## src/rtl/alu_instr_sequencer_if.sv

```systemverilog
// Control bundle between the instruction sequencer (master) and the datapath (slave).
// Carries the run request, the IR contents and every register-transfer strobe.
interface alu_instr_sequencer_if;
    logic        run;
    logic [31:0] ir;

    logic        PCout, PCin, IncPC, MARin, MDRin, MDRout, MDMuxread, IRin, Yin;
    logic        Zlowin, Zhighin, Zlowout, Zhighout, HIin, LOin;
    logic [15:0] Rin;
    logic [15:0] Rout;

    logic        ADD, SUB, AND, OR, ROR, ROL, SHR, SHRA, SHL, MUL, DIV, NEG, NOT;
    logic        busy;
    logic        illegal;

    modport master (
        input  run, ir,
        output PCout, PCin, IncPC, MARin, MDRin, MDRout, MDMuxread, IRin, Yin,
        output Zlowin, Zhighin, Zlowout, Zhighout, HIin, LOin, Rin, Rout,
        output ADD, SUB, AND, OR, ROR, ROL, SHR, SHRA, SHL, MUL, DIV, NEG, NOT,
        output busy, illegal
    );

    modport slave (
        output run, ir,
        input  PCout, PCin, IncPC, MARin, MDRin, MDRout, MDMuxread, IRin, Yin,
        input  Zlowin, Zhighin, Zlowout, Zhighout, HIin, LOin, Rin, Rout,
        input  ADD, SUB, AND, OR, ROR, ROL, SHR, SHRA, SHL, MUL, DIV, NEG, NOT,
        input  busy, illegal
    );
endinterface

```

## src/rtl/alu_instr_sequencer.sv

```systemverilog
// Hardwired fetch/decode/execute sequencer for register-to-register ALU instructions.
// Define MULDIV_EN to enable the MUL/DIV sequence; otherwise those opcodes are illegal.
module alu_instr_sequencer (
    input  logic                    clock,
    input  logic                    clear,
    alu_instr_sequencer_if.master   bus
);

    typedef enum logic [2:0] {IDLE, T0, T1, T2, T3, T4, T5, T6} state_t;
    typedef enum logic [1:0] {CLS_ALU3, CLS_MULDIV, CLS_UNARY, CLS_ILLEGAL} class_t;

    state_t      state_q, state_d;
    class_t      opClass;
    logic        lastStep;
    logic        opStrobe;
    logic [4:0]  opcode;
    logic [3:0]  ra, rb, rc;
    logic [15:0] raSel, rbSel, rcSel;
    logic        unusedIrBits;

    assign opcode       = bus.ir[31:27];
    assign ra           = bus.ir[26:23];
    assign rb           = bus.ir[22:19];
    assign rc           = bus.ir[18:15];
    assign unusedIrBits = ^bus.ir[14:0];
    assign raSel        = 16'd1 << ra;
    assign rbSel        = 16'd1 << rb;
    assign rcSel        = 16'd1 << rc;

    always_comb begin
        opClass = CLS_ILLEGAL;
        case (opcode)
            5'b00011, 5'b00100, 5'b00101, 5'b00110, 5'b00111,
            5'b01000, 5'b01001, 5'b01010, 5'b01011: opClass = CLS_ALU3;
`ifdef MULDIV_EN
            5'b01111, 5'b10000:                     opClass = CLS_MULDIV;
`endif
            5'b10001, 5'b10010:                     opClass = CLS_UNARY;
            default:                                opClass = CLS_ILLEGAL;
        endcase
    end

    // Each instruction class finishes on a different execute step.
    always_comb begin
        lastStep = 1'b0;
        case (state_q)
            T3:      lastStep = (opClass == CLS_ILLEGAL);
            T4:      lastStep = (opClass == CLS_UNARY);
            T5:      lastStep = (opClass == CLS_ALU3);
            T6:      lastStep = 1'b1;
            default: lastStep = 1'b0;
        endcase
    end

    always_comb begin
        state_d = state_q;
        case (state_q)
            IDLE:    state_d = bus.run ? T0 : IDLE;
            T0:      state_d = T1;
            T1:      state_d = T2;
            T2:      state_d = T3;
            T3:      state_d = T4;
            T4:      state_d = T5;
            T5:      state_d = T6;
            T6:      state_d = IDLE;
            default: state_d = IDLE;
        endcase
        if (lastStep) begin
            state_d = bus.run ? T0 : IDLE;
        end
    end

    always_ff @(posedge clock) begin
        if (clear) begin
            state_q <= IDLE;
        end else begin
            state_q <= state_d;
        end
    end

    // Strobes depend only on state and IR; clear blanks them in the same cycle.
    always_comb begin
        bus.PCout     = 1'b0;
        bus.PCin      = 1'b0;
        bus.IncPC     = 1'b0;
        bus.MARin     = 1'b0;
        bus.MDRin     = 1'b0;
        bus.MDRout    = 1'b0;
        bus.MDMuxread = 1'b0;
        bus.IRin      = 1'b0;
        bus.Yin       = 1'b0;
        bus.Zlowin    = 1'b0;
        bus.Zhighin   = 1'b0;
        bus.Zlowout   = 1'b0;
        bus.Zhighout  = 1'b0;
        bus.HIin      = 1'b0;
        bus.LOin      = 1'b0;
        bus.Rin       = 16'd0;
        bus.Rout      = 16'd0;
        bus.busy      = 1'b0;
        bus.illegal   = 1'b0;
        opStrobe      = 1'b0;
        if (!clear) begin
            bus.busy = (state_q != IDLE);
            case (state_q)
                T0: begin
                    bus.PCout  = 1'b1;
                    bus.MARin  = 1'b1;
                    bus.IncPC  = 1'b1;
                    bus.Zlowin = 1'b1;
                end
                T1: begin
                    bus.Zlowout   = 1'b1;
                    bus.PCin      = 1'b1;
                    bus.MDMuxread = 1'b1;
                    bus.MDRin     = 1'b1;
                end
                T2: begin
                    bus.MDRout = 1'b1;
                    bus.IRin   = 1'b1;
                end
                T3: begin
                    case (opClass)
                        CLS_ALU3, CLS_MULDIV: begin
                            bus.Rout = rbSel;
                            bus.Yin  = 1'b1;
                        end
                        CLS_UNARY: begin
                            bus.Rout   = rbSel;
                            opStrobe   = 1'b1;
                            bus.Zlowin = 1'b1;
                        end
                        default: bus.illegal = 1'b1;
                    endcase
                end
                T4: begin
                    case (opClass)
                        CLS_ALU3: begin
                            bus.Rout   = rcSel;
                            opStrobe   = 1'b1;
                            bus.Zlowin = 1'b1;
                        end
                        CLS_MULDIV: begin
                            bus.Rout    = rcSel;
                            opStrobe    = 1'b1;
                            bus.Zlowin  = 1'b1;
`ifdef MULDIV_EN
                            bus.Zhighin = 1'b1;
`endif
                        end
                        CLS_UNARY: begin
                            bus.Zlowout = 1'b1;
                            bus.Rin     = raSel;
                        end
                        default: ;
                    endcase
                end
                T5: begin
                    case (opClass)
                        CLS_ALU3: begin
                            bus.Zlowout = 1'b1;
                            bus.Rin     = raSel;
                        end
                        CLS_MULDIV: begin
`ifdef MULDIV_EN
                            bus.Zlowout = 1'b1;
                            bus.LOin    = 1'b1;
`endif
                        end
                        default: ;
                    endcase
                end
                T6: begin
`ifdef MULDIV_EN
                    bus.Zhighout = 1'b1;
                    bus.HIin     = 1'b1;
`endif
                end
                default: ;
            endcase
        end
    end

    assign bus.ADD  = opStrobe && (opcode == 5'b00011);
    assign bus.SUB  = opStrobe && (opcode == 5'b00100);
    assign bus.AND  = opStrobe && (opcode == 5'b00101);
    assign bus.OR   = opStrobe && (opcode == 5'b00110);
    assign bus.ROR  = opStrobe && (opcode == 5'b00111);
    assign bus.ROL  = opStrobe && (opcode == 5'b01000);
    assign bus.SHR  = opStrobe && (opcode == 5'b01001);
    assign bus.SHRA = opStrobe && (opcode == 5'b01010);
    assign bus.SHL  = opStrobe && (opcode == 5'b01011);
    assign bus.NEG  = opStrobe && (opcode == 5'b10001);
    assign bus.NOT  = opStrobe && (opcode == 5'b10010);
`ifdef MULDIV_EN
    assign bus.DIV  = opStrobe && (opcode == 5'b01111);
    assign bus.MUL  = opStrobe && (opcode == 5'b10000);
`else
    assign bus.DIV  = 1'b0;
    assign bus.MUL  = 1'b0;
`endif

endmodule

```

## src/flat_wrapper.sv

```systemverilog
// flat-port wrapper written by rule: the top's interface ports become plain ports
module alu_instr_sequencer_flat 
  (clock, clear, bus_run, bus_ir, bus_PCout, bus_PCin, bus_IncPC, bus_MARin, bus_MDRin, bus_MDRout, bus_MDMuxread, bus_IRin, bus_Yin, bus_Zlowin, bus_Zhighin, bus_Zlowout, bus_Zhighout, bus_HIin, bus_LOin, bus_Rin, bus_Rout, bus_ADD, bus_SUB, bus_AND, bus_OR, bus_ROR, bus_ROL, bus_SHR, bus_SHRA, bus_SHL, bus_MUL, bus_DIV, bus_NEG, bus_NOT, bus_busy, bus_illegal);
  alu_instr_sequencer_if bus_i ();
  input  logic clock;
  input  logic clear;
  input wire logic [$bits(bus_i.run)-1:0] bus_run;
  input wire logic [$bits(bus_i.ir)-1:0] bus_ir;
  output wire logic [$bits(bus_i.PCout)-1:0] bus_PCout;
  output wire logic [$bits(bus_i.PCin)-1:0] bus_PCin;
  output wire logic [$bits(bus_i.IncPC)-1:0] bus_IncPC;
  output wire logic [$bits(bus_i.MARin)-1:0] bus_MARin;
  output wire logic [$bits(bus_i.MDRin)-1:0] bus_MDRin;
  output wire logic [$bits(bus_i.MDRout)-1:0] bus_MDRout;
  output wire logic [$bits(bus_i.MDMuxread)-1:0] bus_MDMuxread;
  output wire logic [$bits(bus_i.IRin)-1:0] bus_IRin;
  output wire logic [$bits(bus_i.Yin)-1:0] bus_Yin;
  output wire logic [$bits(bus_i.Zlowin)-1:0] bus_Zlowin;
  output wire logic [$bits(bus_i.Zhighin)-1:0] bus_Zhighin;
  output wire logic [$bits(bus_i.Zlowout)-1:0] bus_Zlowout;
  output wire logic [$bits(bus_i.Zhighout)-1:0] bus_Zhighout;
  output wire logic [$bits(bus_i.HIin)-1:0] bus_HIin;
  output wire logic [$bits(bus_i.LOin)-1:0] bus_LOin;
  output wire logic [$bits(bus_i.Rin)-1:0] bus_Rin;
  output wire logic [$bits(bus_i.Rout)-1:0] bus_Rout;
  output wire logic [$bits(bus_i.ADD)-1:0] bus_ADD;
  output wire logic [$bits(bus_i.SUB)-1:0] bus_SUB;
  output wire logic [$bits(bus_i.AND)-1:0] bus_AND;
  output wire logic [$bits(bus_i.OR)-1:0] bus_OR;
  output wire logic [$bits(bus_i.ROR)-1:0] bus_ROR;
  output wire logic [$bits(bus_i.ROL)-1:0] bus_ROL;
  output wire logic [$bits(bus_i.SHR)-1:0] bus_SHR;
  output wire logic [$bits(bus_i.SHRA)-1:0] bus_SHRA;
  output wire logic [$bits(bus_i.SHL)-1:0] bus_SHL;
  output wire logic [$bits(bus_i.MUL)-1:0] bus_MUL;
  output wire logic [$bits(bus_i.DIV)-1:0] bus_DIV;
  output wire logic [$bits(bus_i.NEG)-1:0] bus_NEG;
  output wire logic [$bits(bus_i.NOT)-1:0] bus_NOT;
  output wire logic [$bits(bus_i.busy)-1:0] bus_busy;
  output wire logic [$bits(bus_i.illegal)-1:0] bus_illegal;
  assign bus_i.run = bus_run;
  assign bus_i.ir = bus_ir;
  assign bus_PCout = bus_i.PCout;
  assign bus_PCin = bus_i.PCin;
  assign bus_IncPC = bus_i.IncPC;
  assign bus_MARin = bus_i.MARin;
  assign bus_MDRin = bus_i.MDRin;
  assign bus_MDRout = bus_i.MDRout;
  assign bus_MDMuxread = bus_i.MDMuxread;
  assign bus_IRin = bus_i.IRin;
  assign bus_Yin = bus_i.Yin;
  assign bus_Zlowin = bus_i.Zlowin;
  assign bus_Zhighin = bus_i.Zhighin;
  assign bus_Zlowout = bus_i.Zlowout;
  assign bus_Zhighout = bus_i.Zhighout;
  assign bus_HIin = bus_i.HIin;
  assign bus_LOin = bus_i.LOin;
  assign bus_Rin = bus_i.Rin;
  assign bus_Rout = bus_i.Rout;
  assign bus_ADD = bus_i.ADD;
  assign bus_SUB = bus_i.SUB;
  assign bus_AND = bus_i.AND;
  assign bus_OR = bus_i.OR;
  assign bus_ROR = bus_i.ROR;
  assign bus_ROL = bus_i.ROL;
  assign bus_SHR = bus_i.SHR;
  assign bus_SHRA = bus_i.SHRA;
  assign bus_SHL = bus_i.SHL;
  assign bus_MUL = bus_i.MUL;
  assign bus_DIV = bus_i.DIV;
  assign bus_NEG = bus_i.NEG;
  assign bus_NOT = bus_i.NOT;
  assign bus_busy = bus_i.busy;
  assign bus_illegal = bus_i.illegal;
  alu_instr_sequencer u_core (.clock(clock), .clear(clear), .bus(bus_i));
endmodule
```

## config.mk

```make
export PLATFORM = sky130hd
export DESIGN_NAME = alu_instr_sequencer_flat
export DESIGN_NICKNAME = d
export VERILOG_FILES = /design/src/rtl/alu_instr_sequencer_if.sv /design/src/rtl/alu_instr_sequencer.sv /design/src/flat_wrapper.sv
export SDC_FILE = /design/constraint.sdc
export NUM_CORES = 1
export LEC_CHECK = 0
export BUFFER_PORTS_ARGS = -buffer_cell sky130_fd_sc_hd__buf_4
export CORE_ASPECT_RATIO = 1.75
export CORE_MARGIN = 2
export CORE_UTILIZATION = 31
export CTS_CLUSTER_DIAMETER = 150
export DETAILED_ROUTE_END_ITERATION = 8
export PLACE_DENSITY = 0.65
export SLEW_MARGIN = 15
export SYNTH_ARGS = -nofsm -noshare
export SYNTH_HDL_FRONTEND = slang
export SYNTH_SLANG_ARGS = --single-unit
```

## constraint.sdc

```tcl
create_clock -name clock -period 4.51 [get_ports clock]
set_clock_uncertainty 0.15 [all_clocks]
set_input_delay 1.1275 -clock clock [delete_from_list [all_inputs] [get_ports clock]]
set_output_delay 1.1275 -clock clock [all_outputs]
set_load 0.01 [all_outputs]
```

==> results.tsv <==
metric	value	unit
ctsResizeCount	0	
cts_hold_buf	0	
outcome	completed	
ant_nets	0	
via_count	1637	
timing.final.crit_period	4137	ps
hp-start	u_core.state_q[1]	
drt-initial-drc-count	24	
start_util	32.37	%
die_w	52.27	µm
largest_reg_flops	3	
stdcell_area	0.001838	mm²
critPathCaptureType	output pin	
clk_pin_slew	30	ps
gr-usage-all-layers	17.57	%
critical_path_class	in -> out	
fp.dieH	88.46	µm
clk_latency	220	ps
grt_max_degree	19	
drc	0	
hold_viol	0	
tns	0	ps
cts_buffers	3	
combinationalPowerShare	61.9	%
clkPwrFrac	24.2	%
yosysSeqAreaShare	4.752	%
pin_count	97	
path_max_fanout	5	
ir_worst_vdd	0.2027	mV
diodes	0	
placementRows	30	
routed_wl	4081	µm
dpl-instance-area	0.001789	mm²
postSynthCellCount	189	
place.gp.congestion	0.8194	
leakage	0.7886	nW
syn_avg_cell_area	6.686	µm²
finalMaxSlewViolations	0	
setup_viol_count_final	0	
instances_no_fill	303	
syn_to_final_growth	45.45	%
crit_start	bus_ir[27]	
max-slew-margin-rel	51.46	%
final_common_cell	buf_4	
drive_gt1_share	36.08	%
maxCapViolations	0	
power.density	183.7	mW/mm²
hp-class	reg -> reg	
dp_hpwl	3242	µm
start_kind	input port	
swShare	45.77	%
coreArea	0.003904	mm²
post_drt_wl_per_cell	13.47	µm
ys.flop_type	dfxtp_1	
final_util	47.08	%
synth-edff-count	0	
arrival	2860	ps
synth_seq_cells	3	
clockRootBuffer	clkbuf_8	
antenna_found_initial	0	
clock_sinks	3	
worstMarginPinSlew	726.0	ps
period_share	91.73	%
h-tree-depth	1	
cts_setup_buffers	0	
critPathRequiredTime	3230	ps
async_flop_share	0	%
p_int	183.1	µW
grt_overflow	0	
power.net_switching	154.5	µW
cts_max_path_buffers	2	
dr.pass1.iters	4	
grt_pass1_wl	6430	µm
grt_pass1_vias	1425	
layout.nets	300	
rsz0062_at_grt	false	
yosysWarnings	0	
io_buffer_count	75	
r2r-start	u_core.state_q[0]	
layout.cells.most_common_list	buf_4 (77), nor2_1 (28), a21oi_1 (20)	
timing.fmax	241.7	MHz
top_regs	u_core.state_q x3	
dp.cells	299	
tritoncts	built	
avgViaCountPerCell	5.403	
sequentialPowerShare	13.9	%
synth_cell_types	46	
largest-register	u_core.state_q	
die_area	0.004623	mm²
synth_area	0.001264	mm²
==> cell families after synthesis <==
| kind of cell | after synthesis | share of synthesized area, % |
|---|---|---|
| AO/OA/AOI/OAI | 32 | 16.14 |
| adder cells (fa/ha/maj) | 9 | 8.911 |
| buffers and inverters | 28 | 12.77 |
| flip-flops | 3 | 4.753 |
| other | 1 | 0.2967 |
| AND/OR/NAND/NOR | 116 | 57.13 |
==> per-layer routing <==
layer / track usage (%) / share of wire (%) / vias to the layer above
li1: - / - / 814
met1: 19.59 / 38 / 756
met2: 33.37 / 56 / 58
met3: 1.351 / 4.2 / 9
met4: 6.760 / 1.7 / 0
met5: 0 / 0 / -
==> power groups by stage <==
| stage | clock network, mW | registers [mW] | logic (mW) |
|---|---|---|---|
| 4_1_cts | 0.0843 | 0.0472 | 0.205 |
| 2_1_floorplan | 0 | 0.0417 | 0.148 |
| 3_3_place_gp | 0 | 0.0462 | 0.204 |
| 5_1_grt | 0.0883 | 0.0478 | 0.231 |
| 6_report | 0.0817 | 0.0471 | 0.209 |
| 3_5_place_dp | 0 | 0.0466 | 0.204 |
==> final cells by class <==
cell class	count	area (µm²)
inverters	8	30.03
multi-input cells	163	1065
flip-flops and latches	3	60.06
well taps	48	60.06
clock buffers	4	45.04
fillers	416	2066
repair buffers	77	578.1
==> critical path: stages <==
cell	delay, ps
buf_4	100
inv_1	50
ha_1	290
and4bb_1	250
a32oi_1	140
or4b_1	610
nor3_2	140
buf_4	140
==> Yosys cell counts (2+ instances only) <==
cell type / number / area [µm²]
nand4b_1: 7 / 61.31
nor2_1: 28 / 105.1
a31oi_1: 2 / 12.51
a21oi_1: 20 / 100.1
dfxtp_1: 3 / 60.06
nand3b_1: 8 / 60.06
nand3_1: 11 / 55.05
buf_2: 3 / 15.01
or2_2: 2 / 12.51
buf_4: 12 / 90.09
inv_1: 8 / 30.03
ha_1: 9 / 112.6
nor3b_1: 4 / 30.03
nand2b_1: 8 / 50.05
or4b_4: 2 / 27.53
nor2b_1: 4 / 25.02
and2_1: 5 / 31.28
clkbuf_1: 4 / 15.01
nand4_1: 10 / 62.56
nand2_1: 8 / 30.03
nor3_1: 6 / 30.03
==> path summary, 6_finish.rpt <==
kind | slack, ps | end | cells past startpoint
hold / removal | 570 | u_core.state_q[1] | 3
hold reg to reg | 570 | u_core.state_q[1] | 3
setup / recovery | 370 | bus_Rin[0] | 8
setup reg to reg | 2630 | u_core.state_q[0] | 6
==> metrics by stage <==
step	worst slack (ps)	power, mW	hold WS (ps)
final	372.9	0.3377	573.4
after global routing	280.4	0.3672	625.4
after CTS	377.3	0.3370	589.0
after detailed placement	380.5	0.2510	572.6
after global placement	389.9	0.2504	556.4
after floorplan	698.6	0.1892	511.5
(Power assumes the default switching activity.)
